<file path="src/rtl/cache_ctrl_dm.sv">
// Direct-mapped, write-back, write-allocate cache controller with one 32-bit word per line.
// Handles one CPU request at a time and drives the memory port through a four-state FSM.
module cache_ctrl_dm #(
    parameter int TAGMSB = 31,
    parameter int TAGLSB = 7,
    parameter int INDEX  = 5,
    parameter int DEPTH  = 32
) (
    input  logic        clk_i,
    input  logic        rst_ni,
    input  logic [31:0] cpu_req_addr,
    input  logic [31:0] cpu_req_data,
    input  logic        cpu_req_rw,
    input  logic        cpu_req_valid,
    output logic [31:0] cpu_res_data,
    output logic        cpu_res_ready,
    output logic [31:0] mem_req_addr,
    output logic [31:0] mem_req_data,
    output logic        mem_req_rw,
    output logic        mem_req_valid,
    input  logic [31:0] mem_data,
    input  logic        mem_ready
);

    localparam int TW = TAGMSB - TAGLSB + 1;

    typedef enum logic [1:0] {
        IDLE        = 2'd0,
        COMPARE_TAG = 2'd1,
        WRITE_BACK  = 2'd2,
        ALLOCATE    = 2'd3
    } state_t;

    state_t                   state_r;
    logic [TAGMSB:TAGLSB-INDEX] addr_r;
    logic [31:0]              wdata_r;
    logic                     rw_r;
    logic [DEPTH-1:0]         valid_r;
    logic [DEPTH-1:0]         dirty_r;
    logic [TW-1:0]            tag_mem_r  [DEPTH];
    logic [31:0]              data_mem_r [DEPTH];

    logic [INDEX-1:0] idx_s;
    logic [TW-1:0]    tag_s;
    logic [TW-1:0]    vic_tag_s;
    logic [31:0]      vic_data_s;
    logic             hit_s;
    logic             vic_dirty_s;
    logic [31:0]      wb_addr_s;
    logic [31:0]      alloc_addr_s;
    logic             fill_s;
    logic             write_hit_s;
    logic             line_we_s;
    logic [31:0]      line_wdata_s;

    // Lookup of the line addressed by the latched request, plus line-update controls.
    always_comb begin
        idx_s        = addr_r[TAGLSB-1:TAGLSB-INDEX];
        tag_s        = addr_r[TAGMSB:TAGLSB];
        vic_tag_s    = tag_mem_r[idx_s];
        vic_data_s   = data_mem_r[idx_s];
        hit_s        = valid_r[idx_s] && (vic_tag_s == tag_s);
        vic_dirty_s  = valid_r[idx_s] && dirty_r[idx_s];
        wb_addr_s    = {vic_tag_s, idx_s, 2'b00};
        alloc_addr_s = {tag_s, idx_s, 2'b00};
        fill_s       = (state_r == ALLOCATE) && mem_ready;
        write_hit_s  = (state_r == COMPARE_TAG) && hit_s && rw_r;
        line_we_s    = fill_s || write_hit_s;
        if (fill_s) begin
            line_wdata_s = mem_data;
        end else begin
            line_wdata_s = wdata_r;
        end
    end

    // Tag and data storage; only valid/dirty are cleared by reset.
    always_ff @(posedge clk_i) begin
        if (line_we_s) begin
            data_mem_r[idx_s] <= line_wdata_s;
            tag_mem_r[idx_s]  <= tag_s;
        end
    end

    // Controller FSM with registered CPU and memory outputs.
    always_ff @(posedge clk_i or negedge rst_ni) begin
        if (!rst_ni) begin
            state_r       <= IDLE;
            addr_r        <= '0;
            wdata_r       <= 32'h0;
            rw_r          <= 1'b0;
            valid_r       <= '0;
            dirty_r       <= '0;
            cpu_res_data  <= 32'h0;
            cpu_res_ready <= 1'b0;
            mem_req_addr  <= 32'h0;
            mem_req_data  <= 32'h0;
            mem_req_rw    <= 1'b0;
            mem_req_valid <= 1'b0;
        end else begin
            cpu_res_ready <= 1'b0;
            cpu_res_data  <= 32'h0;
            case (state_r)
                IDLE: begin
                    if (cpu_req_valid) begin
                        addr_r  <= cpu_req_addr[TAGMSB:TAGLSB-INDEX];
                        wdata_r <= cpu_req_data;
                        rw_r    <= cpu_req_rw;
                        state_r <= COMPARE_TAG;
                    end
                end
                COMPARE_TAG: begin
                    if (hit_s) begin
                        cpu_res_ready <= 1'b1;
                        if (rw_r) begin
                            dirty_r[idx_s] <= 1'b1;
                        end else begin
                            cpu_res_data <= vic_data_s;
                        end
                        state_r <= IDLE;
                    end else if (vic_dirty_s) begin
                        mem_req_valid <= 1'b1;
                        mem_req_rw    <= 1'b1;
                        mem_req_addr  <= wb_addr_s;
                        mem_req_data  <= vic_data_s;
                        state_r       <= WRITE_BACK;
                    end else begin
                        mem_req_valid <= 1'b1;
                        mem_req_rw    <= 1'b0;
                        mem_req_addr  <= alloc_addr_s;
                        mem_req_data  <= 32'h0;
                        state_r       <= ALLOCATE;
                    end
                end
                WRITE_BACK: begin
                    if (mem_ready) begin
                        mem_req_rw   <= 1'b0;
                        mem_req_addr <= alloc_addr_s;
                        mem_req_data <= 32'h0;
                        state_r      <= ALLOCATE;
                    end
                end
                ALLOCATE: begin
                    // The refilled line is re-examined in COMPARE_TAG, where it now hits.
                    if (mem_ready) begin
                        valid_r[idx_s] <= 1'b1;
                        dirty_r[idx_s] <= 1'b0;
                        mem_req_valid  <= 1'b0;
                        mem_req_rw     <= 1'b0;
                        mem_req_addr   <= 32'h0;
                        mem_req_data   <= 32'h0;
                        state_r        <= COMPARE_TAG;
                    end
                end
                default: begin
                    mem_req_valid <= 1'b0;
                    mem_req_rw    <= 1'b0;
                    mem_req_addr  <= 32'h0;
                    mem_req_data  <= 32'h0;
                    state_r       <= IDLE;
                end
            endcase
        end
    end

endmodule
</file>
<file path="config.mk">
export PLATFORM = sky130hd
export DESIGN_NAME = cache_ctrl_dm
export DESIGN_NICKNAME = d
export VERILOG_FILES = /design/src/rtl/cache_ctrl_dm.sv
export SDC_FILE = /design/constraint.sdc
export NUM_CORES = 2
export LEC_CHECK = 0
export BUFFER_PORTS_ARGS = -buffer_cell sky130_fd_sc_hd__buf_2
export CORE_ASPECT_RATIO = 0.9
export CORE_UTILIZATION = 45
export CTS_BUF_LIST = sky130_fd_sc_hd__clkbuf_8
export CTS_CLUSTER_DIAMETER = 120
export CTS_CLUSTER_SIZE = 8
export DETAILED_ROUTE_END_ITERATION = 12
export PLACE_DENSITY_LB_ADDON = 0.15
export SLEW_MARGIN = 20
export SYNTH_ARGS = -nofsm -noshare
export SYNTH_HDL_FRONTEND = slang
export SYNTH_SLANG_ARGS = --single-unit
</file>
<file path="constraint.sdc">
create_clock -name clk_i -period 10.74 [get_ports clk_i]
set_input_delay 1.074 -clock clk_i [delete_from_list [all_inputs] [get_ports clk_i]]
set_output_delay 1.074 -clock clk_i [all_outputs]
set_load 0.02 [all_outputs]
</file>
==> Implementation_results.wiki <==
{| class="wikitable"
! Metric !! Value
|-
| Result of the run || completed
|-
| Top cell by count, worst path || buf_4
|-
| Critical path fanouts, max || 48
|-
| Sum of buffers and inverters on the critical path || 4
|-
| Peak supply drop || 215 µV
|-
| Post-Syn Instances || just over 4000
|-
| Endpoints failing setup || 0
|-
| Final period util || a little under three quarters
|-
| Clock period minus worst slack || 7.64 ns
|-
| Buffer type at the clock tree root || clkbuf_8
|-
| Maximum clock path buffer count || 4
|-
| Number of antenna violations at the first check in global routing || 5
|-
| Number of buffers added to fix hold violations after cts || 1
|-
| Static Leak || between 30 and 40 nW
|-
| Summed instance area of the synthesized netlist || about 80000 µm²
|-
| Setup slack after placement || between 3 and 4 ns
|-
| Most used DFF post-synth || edfxtp_1
|-
| Slew at the pin with the worst max-slew slack || 1.17 ns
|-
| Number of cells on the worst reg-to-reg path || 13
|-
| Async SR Flop Fraction || 11.0%
|-
| First-iteration detailed-routing DRC count || 4927
|-
| Final setup TNS || 0 ns
|-
| Cells on Worst Hold Path || 2
|-
| Clk slew on worst S/H paths || around 0.070 ns
|-
| Synthesized flop and latch total || between 2000 and 2500
|-
| CP Capture Type || flip-flop
|-
| Depth of the CTS H-tree || 5
|-
| Number of warnings printed during yosys synthesis || 0
|-
| Worst setup slack after layout || approximately 3.1 ns
|-
| CTS tree || built
|-
| Part of the Yosys area used for sequential elements || 76.7%
|-
| Number of distinct library cells after synthesis || 52
|-
| Setup crit start kind || flip-flop
|-
| Class of the most critical setup path || flip-flop to flip-flop
|-
| Final HPWL DP || 113 mm
|-
| Full die area || 177000 µm²
|-
| Maximum number of pins on one net before global-route repair || 120
|-
| Upper clock frequency limit || between 100 and 150 MHz
|-
| Vias after detailed routing || about 42000
|-
| Data required time of the worst path || 11.32 ns
|-
| Final core utilization || a little over 50%
|-
| Count of standard-cell rows || around 150
|-
| Cells along the critical path || nand4bb_2 -> buf_4 -> o22ai_1 -> nor4_1 -> a21oi_1 -> nor4_1 -> nand4_1 -> nor4_4 -> a21oi_4 -> buf_4 -> nor4_2 -> buf_4 -> buf_4
|-
| Total power consumption of the routed design || 23.8 mW
|-
| Initial Utilization || 45.4%
|-
| GPL Wtd Cong || 0.800
|-
| Classification of the worst-slack hold path || input pin to flip-flop
|-
| Total clock sinks || 2050
|-
| Avg Inst Size Synth || 19.5 µm²
|-
| Final Max Tran Viols || 0
|-
| Overall die width || 443 µm
|-
| Final ANT Viol Nets || 0
|-
| DIE HEIGHT || 399 µm
|-
| RSZ-0062 raised after global routing || false
|-
| Storage cell area || a little over 60000 µm²
|-
| Critical path depth in cells || 13
|-
| Top-level I/O count || 200
|-
| Power density over the cells || 270 nW/µm²
|-
| Count of instances resized after the clock tree is built || 0
|-
| Clock insertion delay at the later pin of the skew report || 1.02 ns
|-
| Number of synthesized flops with an enable pin || 1824
|-
| Delay of the slowest cell on the worst path || 1.00 ns
|-
| Critical path's slowest cell || dfrtp_4
|-
| DRC violation count after routing || 0
|-
| Max-cap violations || 0
|-
| Overflow left after global routing || 0
|-
| Global-route wire length before repair || 315 mm
|-
| Total iterations of the first detailed-routing run || 6
|-
| Non-filler cells, final || 6926
|-
| Dpl cells || 6425
|-
| Kind of cell with the highest combined delay on the critical path || simple AND/OR/NAND/NOR gates
|-
| Aggregate global-route resource usage || 25.2%
|-
| Worst slew margin relative to its limit || 22.2%
|-
| Proportion of layout cells with a drive suffix above 1 || 23.0%
|-
| WL/cell || 32.4 µm
|-
| Detailed Route WL || 224 mm
|-
| Vias per Instance || 6.08
|-
| Number of global-route vias before repair || 41800
|-
| CTS Buf Count || 306
|-
| Count of final hold-check violations || 0
|-
| Setup Fix Bufs, Post-CTS || 0
|-
| Final worst clock skew || 0.0716 ns
|-
| Fill cells || 14000
|-
| Area of the core region || 174000 µm²
|-
| Quantity of I/O buffers inserted on ports || 195
|-
| Area growth syn-to-layout || 11.9%
|-
| Area occupied by multi-input gates || 17600 µm²
|-
| Data arrival at the endpoint of the critical path || 8.23 ns
|-
| Net total in the final layout || between 4000 and 5000
|}
==> state kept, by name, summed over array words and instances, names as in the netlist, named ones only <==
name / cells
rw_r: 1
cpu_res_ready: 1
state_r: 2
data_mem_r: 1024
tag_mem_r: 800
mem_req_rw: 1
wdata_r: 32
mem_req_addr: 30
cpu_res_data: 32
mem_req_valid: 1
mem_req_data: 32
addr_r: 30
valid_r: 32
==> layer usage <==
metal / wire length, µm / up-vias / global-route usage, %
met5: 0 / - / 0
met4: 6160 / 0 / 7.82
met3: 15900 / 369 / 3.70
met2: 107000 / 1753 / 40.0
met1: 95200 / 22600 / 36.3
li1: - / 17400 / -
==> synthesized netlist by cell type, types with 11 or more instances <==
cell type	number	area, µm²
a21o_1	31	233
a21oi_1	80	400
a22o_1	11	96.3
a22oi_1	133	998
a31oi_1	13	81.3
and3_1	14	87.6
and4_1	30	263
buf_1	22	82.6
buf_2	56	280
clkbuf_1	156	586
dfrtp_1	226	5660
edfxtp_1	1824	54800
inv_1	13	48.8
mux2_1	55	619
mux2_2	66	743
mux2i_1	403	4030
mux4_2	272	6130
nand2_1	133	499
nand3_1	15	75.1
nand4_1	12	75.1
nor2_1	83	312
nor3_1	25	125
nor4_1	61	382
o21bai_1	24	180
o22ai_1	201	1260
==> where the power goes <==
group / total [mW] / internal (mW) / switching [mW]
logic: 7.42 / 2.60 / 4.82
registers: 10.8 / 10.4 / 0.420
clock network: 5.57 / 2.66 / 2.91
total: 23.8 / 15.6 / 8.14
==> layout make-up <==
type / instances / share of cell area [%]
Tap cell: 2278 / 3.23
Clock inverter: 185 / 0.816
Timing Repair Buffer: 343 / 2.50
Multi-Input combinational cell: 1743 / 20.0
Antenna cell: 2 / 0.00568
Sequential cell: 2050 / 68.6
Inverter: 13 / 0.0554
Clock buffer: 312 / 4.87
==> logic make-up (layout without fill, tap and decap cells) <==
| logic type | Yosys count | after routing | synth area share (%) |
|---|---|---|---|
| compound gates | 510 | 510 | 4.28 |
| mux | 796 | 796 | 14.6 |
| buf+inv | 254 | 853 | 1.33 |
| flops | 2050 | 2050 | 76.7 |
| simple gates | 427 | 427 | 2.91 |
| xor+xnor | 3 | 3 | 0.0334 |
| fa+ha+maj | 5 | 5 | 0.0794 |
| other cells | 1 | 4 | 0.00476 |
==> worst paths after layout <==
path                            startpoint               end  slack, ns
setup / recovery                 addr_r[2]  tag_mem_r[12][6]       3.10
hold / removal             cpu_req_addr[9]         addr_r[9]       0.29
min in group asynchronous           rst_ni  mem_req_data[21]       0.59
max in group asynchronous           rst_ni         addr_r[2]       7.82
hold reg to reg                 valid_r[4]        valid_r[4]       0.46
setup reg to reg                 addr_r[2]  tag_mem_r[12][6]       3.10
==> per-stage QoR <==
stage                     area (µm²)  hold slack, ns
after floorplan                78800           0.423
after global placement         83100           0.436
after detailed placement       83100           0.440
after CTS                      88100           0.199
after global routing           88200           0.231
final                          88200           0.288
==> cells in the final DEF, fill, tap and decap left out, types with 5 or more instances in the layout <==
| master | n |
|---|---|
| o21ai_0 | 5 |
| nor4_1 | 53 |
| o22ai_1 | 201 |
| clkbuf_8 | 312 |
| nand2_2 | 5 |
| o2bb2ai_1 | 5 |
| dfrtp_1 | 221 |
| nor4_2 | 11 |
| mux4_2 | 272 |
| and4_1 | 30 |
| a21o_1 | 31 |
| mux2_2 | 66 |
| a31oi_1 | 13 |
| a22oi_1 | 133 |
| a22o_1 | 11 |
| inv_1 | 192 |
| buf_12 | 7 |
| nor2b_1 | 6 |
| nor3_2 | 19 |
| nor2_4 | 9 |
| edfxtp_1 | 1824 |
| mux2i_1 | 403 |
| nor2_1 | 74 |
| or4b_2 | 5 |
| ha_1 | 5 |
| a21oi_1 | 79 |
| buf_4 | 139 |
| o21bai_1 | 24 |
| buf_2 | 194 |
| or4_1 | 7 |
| nand4_1 | 12 |
| mux2_1 | 55 |
| nor3_1 | 6 |
| nand3_1 | 14 |
| and3_1 | 13 |
| nand2_1 | 127 |
Note: power is estimated with default switching activity, not from simulation.
